## config.mk

```make
export PLATFORM = sky130hd
export DESIGN_NAME = bulk_out_ctrl_flat
export DESIGN_NICKNAME = d
export VERILOG_FILES = /design/src/rtl/bulk_out_ctrl_if.sv /design/src/rtl/bulk_out_ctrl.sv /design/src/flat_wrapper.sv
export SDC_FILE = /design/constraint.sdc
export NUM_CORES = 1
export LEC_CHECK = 0
export CAP_MARGIN = 15
export CELL_PAD_IN_SITES_DETAIL_PLACEMENT = 0
export CELL_PAD_IN_SITES_GLOBAL_PLACEMENT = 2
export CORE_ASPECT_RATIO = 0.8
export CORE_MARGIN = 4
export CORE_UTILIZATION = 31
export DETAILED_ROUTE_END_ITERATION = 8
export PLACE_DENSITY = 0.87
export SYNTH_ARGS = -nofsm -noshare
export SYNTH_HDL_FRONTEND = slang
export SYNTH_SLANG_ARGS = --single-unit
```

## constraint.sdc

```tcl
create_clock -name clock -period 5 [get_ports clock]
set_input_delay 0.5 -clock clock [delete_from_list [all_inputs] [get_ports clock]]
set_output_delay 0.5 -clock clock [all_outputs]
set_load 0.005 [all_outputs]
```

## src/rtl/bulk_out_ctrl_if.sv

```systemverilog
// Byte-wide AXI-Stream link used for the decoder->controller and controller->FIFO payload paths.
interface bulk_out_ctrl_if;
    logic       tvalid;
    logic       tready;
    logic       tlast;
    logic [7:0] tdata;

    modport master (output tvalid, output tlast, output tdata, input tready);
    modport slave  (input tvalid, input tlast, input tdata, output tready);
endinterface

```

## src/rtl/bulk_out_ctrl.sv

```systemverilog
// Bulk OUT endpoint transaction controller: admission by FIFO credit, DATA0/1 toggle, abort and handshake.
// Optional HS PING/NYET flow control is built when BULK_OUT_PING_EN is defined.
module bulk_out_ctrl #(
    parameter int unsigned MAX_PKT = 512,
    parameter int unsigned DEPTH   = 2048,
    parameter int unsigned CBITS   = 12
) (
    input  logic                 clock,
    input  logic                 reset,
    input  logic                 tok_out_i,
    input  logic                 tok_ping_i,
    input  logic                 rx_pid_d1_i,
    bulk_out_ctrl_if.slave       rx,
    input  logic                 rx_crc_ok_i,
    bulk_out_ctrl_if.master      fifo,
    output logic                 fifo_abort_o,
    input  logic                 fifo_drain_i,
    input  logic                 stall_i,
    input  logic                 toggle_clr_i,
    output logic                 hsk_valid_o,
    input  logic                 hsk_ready_i,
    output logic [1:0]           hsk_pid_o,
    output logic [CBITS-1:0]     credit_o
);

    typedef enum logic [2:0] {S_IDLE, S_ADMIT, S_RECV, S_SINK, S_HSK} state_t;
    typedef enum logic [1:0] {PID_ACK = 2'b00, PID_NAK = 2'b01, PID_NYET = 2'b10, PID_STALL = 2'b11} hsk_t;

    localparam logic [CBITS-1:0] DEPTH_C = CBITS'(DEPTH);
    localparam logic [CBITS-1:0] MAX_C   = CBITS'(MAX_PKT);

    state_t           state_q, state_d;
    hsk_t             hsk_pid_q, hsk_pid_d;
    logic [CBITS-1:0] credit_q, credit_d;
    logic [CBITS-1:0] pcnt_q, pcnt_d;
    logic             toggle_q, toggle_d;
    logic             babble_q, babble_d;
    logic             abort_q, abort_d;

    logic             drain_ok, dup_first, at_max, wr, flip, nyet;
    logic [CBITS:0]   credit_sum, credit_commit;

    assign drain_ok  = fifo_drain_i && (credit_q != DEPTH_C);
    assign dup_first = (pcnt_q == '0) && (rx_pid_d1_i != toggle_q);
    assign at_max    = (pcnt_q == MAX_C);
    // Credit as it will stand after a committing last byte (that byte's write included).
    assign credit_commit = {1'b0, credit_q} + {{CBITS{1'b0}}, drain_ok} - {{CBITS{1'b0}}, 1'b1};

`ifdef BULK_OUT_PING_EN
    assign nyet = credit_commit < {1'b0, MAX_C};
`else
    logic unused_ping;
    assign unused_ping = tok_ping_i;
    assign nyet        = 1'b0;
`endif

    always_comb begin
        state_d     = state_q;
        hsk_pid_d   = hsk_pid_q;
        pcnt_d      = pcnt_q;
        babble_d    = babble_q;
        abort_d     = 1'b0;
        flip        = 1'b0;
        wr          = 1'b0;
        rx.tready   = 1'b0;
        fifo.tvalid = 1'b0;
        fifo.tlast  = rx.tlast;
        fifo.tdata  = rx.tdata;

        case (state_q)
            S_IDLE: begin
                babble_d = 1'b0;
                if (tok_out_i) begin
                    state_d = S_ADMIT;
                end
`ifdef BULK_OUT_PING_EN
                else if (tok_ping_i) begin
                    state_d = S_HSK;
                    if (stall_i)                hsk_pid_d = PID_STALL;
                    else if (credit_q >= MAX_C) hsk_pid_d = PID_ACK;
                    else                        hsk_pid_d = PID_NAK;
                end
`endif
            end
            S_ADMIT: begin
                pcnt_d   = '0;
                babble_d = 1'b0;
                if (stall_i) begin
                    state_d   = S_SINK;
                    hsk_pid_d = PID_STALL;
                end else if (credit_q < MAX_C) begin
                    state_d   = S_SINK;
                    hsk_pid_d = PID_NAK;
                end else begin
                    state_d   = S_RECV;
                    hsk_pid_d = PID_ACK;
                end
            end
            S_RECV: begin
                // Duplicate first byte and babble bytes are swallowed here, never reaching the FIFO.
                if (dup_first || at_max) begin
                    rx.tready = 1'b1;
                    if (rx.tvalid) begin
                        babble_d = at_max;
                        if (!rx.tlast) begin
                            state_d = S_SINK;
                        end else if (at_max) begin
                            abort_d = 1'b1;
                            state_d = S_IDLE;
                        end else begin
                            state_d = rx_crc_ok_i ? S_HSK : S_IDLE;
                        end
                    end
                end else begin
                    fifo.tvalid = rx.tvalid;
                    rx.tready   = fifo.tready;
                    if (rx.tvalid && fifo.tready) begin
                        wr     = 1'b1;
                        pcnt_d = pcnt_q + CBITS'(1);
                        if (rx.tlast) begin
                            if (rx_crc_ok_i) begin
                                flip      = 1'b1;
                                state_d   = S_HSK;
                                hsk_pid_d = nyet ? PID_NYET : PID_ACK;
                            end else begin
                                abort_d = 1'b1;
                                state_d = S_IDLE;
                            end
                        end
                    end
                end
            end
            S_SINK: begin
                rx.tready = 1'b1;
                if (rx.tvalid && rx.tlast) begin
                    if (babble_q) begin
                        abort_d = 1'b1;
                        state_d = S_IDLE;
                    end else begin
                        state_d = rx_crc_ok_i ? S_HSK : S_IDLE;
                    end
                end
            end
            S_HSK: begin
                if (hsk_ready_i) state_d = S_IDLE;
            end
            default: state_d = S_IDLE;
        endcase
    end

    always_comb begin
        credit_sum = {1'b0, credit_q} + {{CBITS{1'b0}}, drain_ok} - {{CBITS{1'b0}}, wr}
                   + (abort_q ? {1'b0, pcnt_q} : '0);
        credit_d   = (credit_sum > {1'b0, DEPTH_C}) ? DEPTH_C : credit_sum[CBITS-1:0];
        toggle_d   = toggle_clr_i ? 1'b0 : (flip ? ~toggle_q : toggle_q);
    end

    always_ff @(posedge clock or posedge reset) begin
        if (reset) begin
            state_q   <= S_IDLE;
            hsk_pid_q <= PID_ACK;
            credit_q  <= DEPTH_C;
            pcnt_q    <= '0;
            toggle_q  <= 1'b0;
            babble_q  <= 1'b0;
            abort_q   <= 1'b0;
        end else begin
            state_q   <= state_d;
            hsk_pid_q <= hsk_pid_d;
            credit_q  <= credit_d;
            pcnt_q    <= pcnt_d;
            toggle_q  <= toggle_d;
            babble_q  <= babble_d;
            abort_q   <= abort_d;
        end
    end

    assign hsk_valid_o  = (state_q == S_HSK);
    assign hsk_pid_o    = hsk_pid_q;
    assign fifo_abort_o = abort_q;
    assign credit_o     = credit_q;

endmodule

```

## src/flat_wrapper.sv

```systemverilog
// flat-port wrapper written by rule: the top's interface ports become plain ports
module bulk_out_ctrl_flat 
#(
    parameter int unsigned MAX_PKT = 512,
    parameter int unsigned DEPTH   = 2048,
    parameter int unsigned CBITS   = 12
)
  (clock, reset, tok_out_i, tok_ping_i, rx_pid_d1_i, rx_crc_ok_i, fifo_abort_o, fifo_drain_i, stall_i, toggle_clr_i, hsk_valid_o, hsk_ready_i, hsk_pid_o, credit_o, rx_tvalid, rx_tlast, rx_tdata, rx_tready, fifo_tvalid, fifo_tlast, fifo_tdata, fifo_tready);
  bulk_out_ctrl_if rx_i ();
  bulk_out_ctrl_if fifo_i ();
  input  logic clock;
  input  logic reset;
  input  logic tok_out_i;
  input  logic tok_ping_i;
  input  logic rx_pid_d1_i;
  input  logic rx_crc_ok_i;
  output logic fifo_abort_o;
  input  logic fifo_drain_i;
  input  logic stall_i;
  input  logic toggle_clr_i;
  output logic hsk_valid_o;
  input  logic hsk_ready_i;
  output logic [1:0] hsk_pid_o;
  output logic [CBITS-1:0] credit_o;
  input wire logic [$bits(rx_i.tvalid)-1:0] rx_tvalid;
  input wire logic [$bits(rx_i.tlast)-1:0] rx_tlast;
  input wire logic [$bits(rx_i.tdata)-1:0] rx_tdata;
  output wire logic [$bits(rx_i.tready)-1:0] rx_tready;
  output wire logic [$bits(fifo_i.tvalid)-1:0] fifo_tvalid;
  output wire logic [$bits(fifo_i.tlast)-1:0] fifo_tlast;
  output wire logic [$bits(fifo_i.tdata)-1:0] fifo_tdata;
  input wire logic [$bits(fifo_i.tready)-1:0] fifo_tready;
  assign rx_i.tvalid = rx_tvalid;
  assign rx_i.tlast = rx_tlast;
  assign rx_i.tdata = rx_tdata;
  assign rx_tready = rx_i.tready;
  assign fifo_tvalid = fifo_i.tvalid;
  assign fifo_tlast = fifo_i.tlast;
  assign fifo_tdata = fifo_i.tdata;
  assign fifo_i.tready = fifo_tready;
  bulk_out_ctrl #(.MAX_PKT(MAX_PKT), .DEPTH(DEPTH), .CBITS(CBITS)) u_core (.clock(clock), .reset(reset), .tok_out_i(tok_out_i), .tok_ping_i(tok_ping_i), .rx_pid_d1_i(rx_pid_d1_i), .rx(rx_i), .rx_crc_ok_i(rx_crc_ok_i), .fifo(fifo_i), .fifo_abort_o(fifo_abort_o), .fifo_drain_i(fifo_drain_i), .stall_i(stall_i), .toggle_clr_i(toggle_clr_i), .hsk_valid_o(hsk_valid_o), .hsk_ready_i(hsk_ready_i), .hsk_pid_o(hsk_pid_o), .credit_o(credit_o));
endmodule
```

### Yosys cells after proc, flatten, opt, wreduce, memory -nomap -nowiden

Cells that the tools add are included.

* register bits: 32
* input bits: 21
* output and inout port bits: 27
* word-level logic and storage cells: 101

* $add $sub $neg: 4
* $lt $le $gt $ge: 2
* equality and inequality tests: 19
* muxes and demuxes: 53
* bitwise operators: 1
* reductions and logical operators: 15

Operators by type and width (number)
* 2-to-1 mux 12 bit: 4
* 2-to-1 mux 3 bit: 12
* 2-to-1 mux 1 bit: 26
* one-hot mux 12 bit (2 select lines): 1
* one-hot mux 3 bit (5 select lines): 1
* adder 12 x 1 -> 13 bit: 1
* adder 13 bit: 1
* > comparator 13 x 12 -> 1 bit (second input constant): 1
* subtractor 13 x 1 -> 13 bit: 1
* adder 12 x 1 -> 12 bit (second input constant): 1
* == test 12 x 10 -> 1 bit (second input constant): 1
* logical NOT 12 bit: 1
* less-than comparator 12 x 10 -> 1 bit (second input constant): 1
* inequality test 12 bit (second input constant): 1
* 2-to-1 mux 2 bit: 5
* inequality test 2 bit (second input constant): 5
* inequality test 2 x 1 -> 1 bit (second input constant): 4
* == test 3 x 2 -> 1 bit (second input constant): 2
* one-hot mux 1 bit (2 select lines): 3
* AND reduction 3 bit: 2
* AND reduction 6 bit: 1
* nonzero test 2 bit: 3
* AND reduction 5 bit: 1
* logical AND 1 bit: 4
* other kinds (11): 11

### Logic depth before layout (Yosys ltp)

* depth in word-level cells: 9
* mapped depth: 19
* mapped depth without buffers: 18

### Least setup slack after synthesis

OpenSTA, ideal clock, no wires.

* kind: reg2reg
* start: reg u_core.pcnt_q[0]
* end: reg u_core.credit_q[7] (netlist: u_core.credit_o[7])
* setup time: 72 ps
* arrival time: 4003 ps
* required time: 4928 ps
* path slack: 925 ps
* cell stages (with the launch flop): 20
* buffers on the path: 1
* period minus slack after synthesis: 4075 ps
* cell sequence: dfrtp_1 -> inv_1 -> ha_1 -> nor4b_1 -> o2111ai_1 -> nand4_2 -> inv_1 -> ha_1 -> inv_1 -> fa_1 -> inv_1 -> fa_1 -> nor2b_1 -> o311ai_0 -> a211o_1 -> nand3_1 -> mux2i_1 -> or3_1 -> buf_6 -> nor2_1

* word-level cells in the longest chain between the ends: 9
* elaborated cells on any way between the ends: 11
* classes of those cells: 2 x add/sub; 1 x order compare; 1 x eq/ne; 4 x mux; 3 x reduce/logical

RTL lines
* start: declaration: line bulk_out_ctrl.sv:35 `logic [CBITS-1:0] pcnt_q, pcnt_d;`
* start signal: assignment: line bulk_out_ctrl.sv:171 `pcnt_q <= pcnt_d;`
* logical NOT 12 bit: line bulk_out_ctrl.sv:44 `assign dup_first = (pcnt_q == '0) && (rx_pid_d1_i != toggle_q);`
* logical AND 1 bit: line bulk_out_ctrl.sv:44
* logical OR 1 bit: line bulk_out_ctrl.sv:101 `if (dup_first || at_max) begin`
* 2-to-1 mux 1 bit: line bulk_out_ctrl.sv:101
* 2-to-1 mux 1 bit: line bulk_out_ctrl.sv:70 `case (state_q)`
* subtractor 13 x 1 -> 13 bit: line bulk_out_ctrl.sv:152 `credit_sum = {1'b0, credit_q} + {{CBITS{1'b0}}, drain_ok} - {{CBITS{1'b0}}, wr}`
* adder 13 bit (*): line bulk_out_ctrl.sv:153 `+ (abort_q ? {1'b0, pcnt_q} : '0);`
* > comparator 13 x 12 -> 1 bit: line bulk_out_ctrl.sv:154 `credit_d = (credit_sum > {1'b0, DEPTH_C}) ? DEPTH_C : credit_sum[CBITS-1:0];`
* 2-to-1 mux 12 bit (*): line bulk_out_ctrl.sv:154
* named net u_core.credit_d[7]: line bulk_out_ctrl.sv:34 `logic [CBITS-1:0] credit_q, credit_d;`
* end signal: assignment: line bulk_out_ctrl.sv:170 `credit_q <= credit_d;`
* end: declaration: line bulk_out_ctrl.sv:34

Mark *: on every way through the listed nets, which the timed path passes. The rest lies on a longest branch.
A chain may end at the register's enable or synchronous reset.

### Worst setup path in the final report

* start: reg u_core.pcnt_q[0]
* end: reg u_core.credit_q[6] (netlist: u_core.credit_o[6])

Same word-level chain as after synthesis.

==> summary.md <==
| Metric | Value |
|---|---|
| Post-CTS Setup Inserts | `0` |
| Leak | `1.404 nW` |
| Syn Area/Cell | `8.181 um2` |
| Crit path DAT | `4.71 ns` |
| Final worst setup slack | `0.5019 ns` |
| Delay-heaviest family, CP | `simple AND/OR/NAND/NOR gates` |
| DRC | `0` |
| Clock-pin transition on the worst setup and hold timing paths | `0.08 ns` |
| Number of enable flip-flop cells after synthesis | `0` |
| DIE AREA | `around 9700 um2` |
| Fin crit share | `89.96%` |
| Row cnt | `29` |
| RSZ-0062 raised after global routing | `false` |
| Slew margin rel. | `between 40% and 50%` |
| Crit. End Element | `flip-flop` |
| Share of cells above drive strength 1 | `between 5 and 6%` |
| Num Clock Sinks | `32` |
| Power, Total | `1.583 mW` |
| Placement-stage cell area | `2899 um2` |
| Synth Register Bits | `32` |
| Sum Neg Setup Slack | `0 ns` |
| Non-Filler Instances | `between 400 and 500` |
| Root buf cell | `clkbuf_8` |
| Worst slack, placed | `0.4070 ns` |
| CP peak stage delay | `0.63 ns` |
| Synth top area share | `between 30% and 40%` |
| Max cap viols | `0` |
| Number of nets in the layout | `384` |
| Worst path slowest cell | `o311ai_0` |
| Core Region | `7946 um2` |
| Ports | `between 40 and 50` |
| CP dominant cell by count | `inv_1` |
| Clock latency on the worst-skew pair | `between 0.2 and 0.3 ns` |
| Total GRT Usage | `between 10 and 15%` |
| Vias/cell | `4.800` |
| FFs w/ async S/R, synth | `100.0%` |
| Initial core utilization | `between 30% and 40%` |
| Post-Syn Nets | `358` |
| Final Instance Area | `3007 um2` |
| Drt total wl | `between 6 and 7 mm` |
| Fmax | `222.3 MHz` |
| Worst Setup Start Kind | `flip-flop` |
| Slew @ Worst Pin | `0.7419 ns` |
| Vias | `2136` |
| Hold Vio Cnt, Final | `0` |
| CP cell instances | `inv_1 -> ha_1 -> nor4b_1 -> o2111ai_1 -> nand4_2 -> inv_1 -> ha_1 -> inv_1 -> fa_1 -> inv_1 -> fa_1 -> nor2b_1 -> o311ai_0 -> a211o_1 -> nand3_1 -> mux2i_1 -> or3_1 -> nor2_1` |
| Fin. max-slew vios | `0` |
| CTS resizes | `0` |
| Post-DRT Antenna Nets | `0` |
| Area contributors post-synth | `dfrtp_1 31%, ha_1 12%, inv_1 6.1%` |
| WP data required | `5.21 ns` |
| Total instance count after detailed placement | `~440` |
| Cell count after synthesis | `310` |
| Worst hold path class | `reg2reg` |
| Remaining Overflow, GRT | `0` |
| Yosys cell types | `51` |
| Final RePlAce weighted congestion | `between 0.8 and 0.9` |
| Detailed placement HPWL | `between 4 and 5 mm` |
| Clock Path Buffers | `2` |
| Vias in the first global route | `2152` |
| Synth warn | `0` |
| H-Tree Depth | `2` |
| Fin util | `37.84%` |
| First-pass GRT wire length | `approximately 11 mm` |
| DR iter-0 viols | `52` |
| First-pass DRT Iterations | `4` |
| Final Skew | `0.01140 ns` |
| Initial antenna violation count | `0` |
| Crit path max fanout | `7` |
| Post-CTS Hold Buffers | `0` |
| Status | `finished, final reports clean` |
| Crit path time final | `about 4.5 ns` |
| Area growth, synth to finish | `18.55%` |
| Synthesized area | `2536 um2` |
| Routed WL per cell | `13.78 um` |
| Critical path type | `reg2reg` |
| Endpoints failing setup | `0` |
| Total CTS buffers | `5` |
| Post-synth top flop | `dfrtp_1` |
| Sequential share of the synthesized area | `31.62%` |
| Die X | `109.1 um` |
| Worst Path Buf+Inv | `4` |
| Die height | `~89 um` |
| Maximum vdd ir drop | `0.1821 mV` |
| Hold WS | `roughly 0.49 ns` |
| Count of input and output buffers | `30` |
| CTS tree | `done` |
| Leading area contributor after synthesis | `dfrtp_1` |
| Power Density | `about 530 nW/um2` |
| Pin count of the biggest net entering global routing | `33` |
| N_diodes | `0` |
==> area by class of cell <==
cell class / instances / area [um2]
tap: 108 / 135.1
clock inverter: 2 / 35.03
inverter: 41 / 153.9
multi-input combinational: 223 / 1485
timing repair buffer: 33 / 322.8
sequential: 32 / 802.0
clock buffer: 6 / 72.57
fill: 824 / 4940
==> state kept, by name (all words and copies together), names as in the netlist <==
register and count:
u_core.pcnt_q 12, u_core.fifo_abort_o 1, u_core.toggle_q 1, u_core.credit_o 12, u_core.babble_q 1, u_core.hsk_pid_o 2, u_core.state_q 3
==> Yosys cell counts (4+ instances only) <==
master and n:
a21o_1 4, a21oi_1 15, and3_1 4, buf_4 9
dfrtp_1 31, ha_1 25, inv_1 41, nand2_1 39
nand3_1 7, nand4_1 7, nor2_1 33, nor3_1 9
nor4_1 4, o21ai_0 11, xnor2_1 4, xor2_1 15
==> layer usage <==
layer,wire length (um),track usage (%),vias up
met3,253,2.888,4
li1,-,-,1097
met1,3317,21.30,995
met4,29,2.752,0
met2,2529,19.96,40
met5,0,0,-
==> path summary, 6_finish.rpt <==
check                                                     start                               to  slack (ns)  cells past startpoint
worst max-delay path               u_core.pcnt_q[0]$_DFFE_PP0P_     u_core.credit_o[6]$_DFF_PP0_        0.50                     18
worst min-delay path            u_core.hsk_pid_o[0]$_DFFE_PP0P_  u_core.hsk_pid_o[0]$_DFFE_PP0P_        0.49                      2
worst max register to register     u_core.pcnt_q[0]$_DFFE_PP0P_     u_core.credit_o[6]$_DFF_PP0_        0.50                     18
worst min register to register  u_core.hsk_pid_o[0]$_DFFE_PP0P_  u_core.hsk_pid_o[0]$_DFFE_PP0P_        0.49                      2
max in group asynchronous                                 reset    u_core.credit_o[11]$_DFF_PP1_        4.06                      3
min in group asynchronous                                 reset  u_core.hsk_pid_o[1]$_DFFE_PP0P_        0.61                      3
==> report_power, final <==
| group | total (mW) | switching [mW] | internal [mW] |
|---|---|---|---|
| sequential | 0.387 | 0.0678 | 0.319 |
| clock | 0.253 | 0.105 | 0.148 |
| combinational | 0.943 | 0.523 | 0.419 |
==> cells by family after synthesis <==
group	share of synthesized area, %
AO/OA/AOI/OAI	14.36
XOR/XNOR	6.561
adder cells (fa/ha/maj)	13.91
buffers and inverters	9.817
flip-flops	31.62
multiplexers	0.3947
AND/OR/NAND/NOR	23.33
==> worst register-to-register path, delay by kind of cell, from the launching register on <==
kind / cells / cell delay, ns
adder cells (fa/ha/maj): 4 / 1.04
AND/OR/NAND/NOR: 6 / 1.36
buffers and inverters: 4 / 0.32
flip-flops: 1 / 0.43
multiplexers: 1 / 0.15
AO/OA/AOI/OAI: 3 / 1.12
==> placed cells by master (no fill, tap or decap), drive strengths merged, types with 6 or more instances in the layout <==
cell type,Yosys,routed
xor2,15,15
nand4,8,8
ha,25,25
nor2,33,33
clkbuf,3,6
nor3,9,9
nand2,39,39
o21ai,12,12
nand3,7,7
a21oi,16,16
dfrtp,31,31
inv,41,41
clkdlybuf4s50,0,30
No activity file was read; power rests on OpenSTA's default activity.
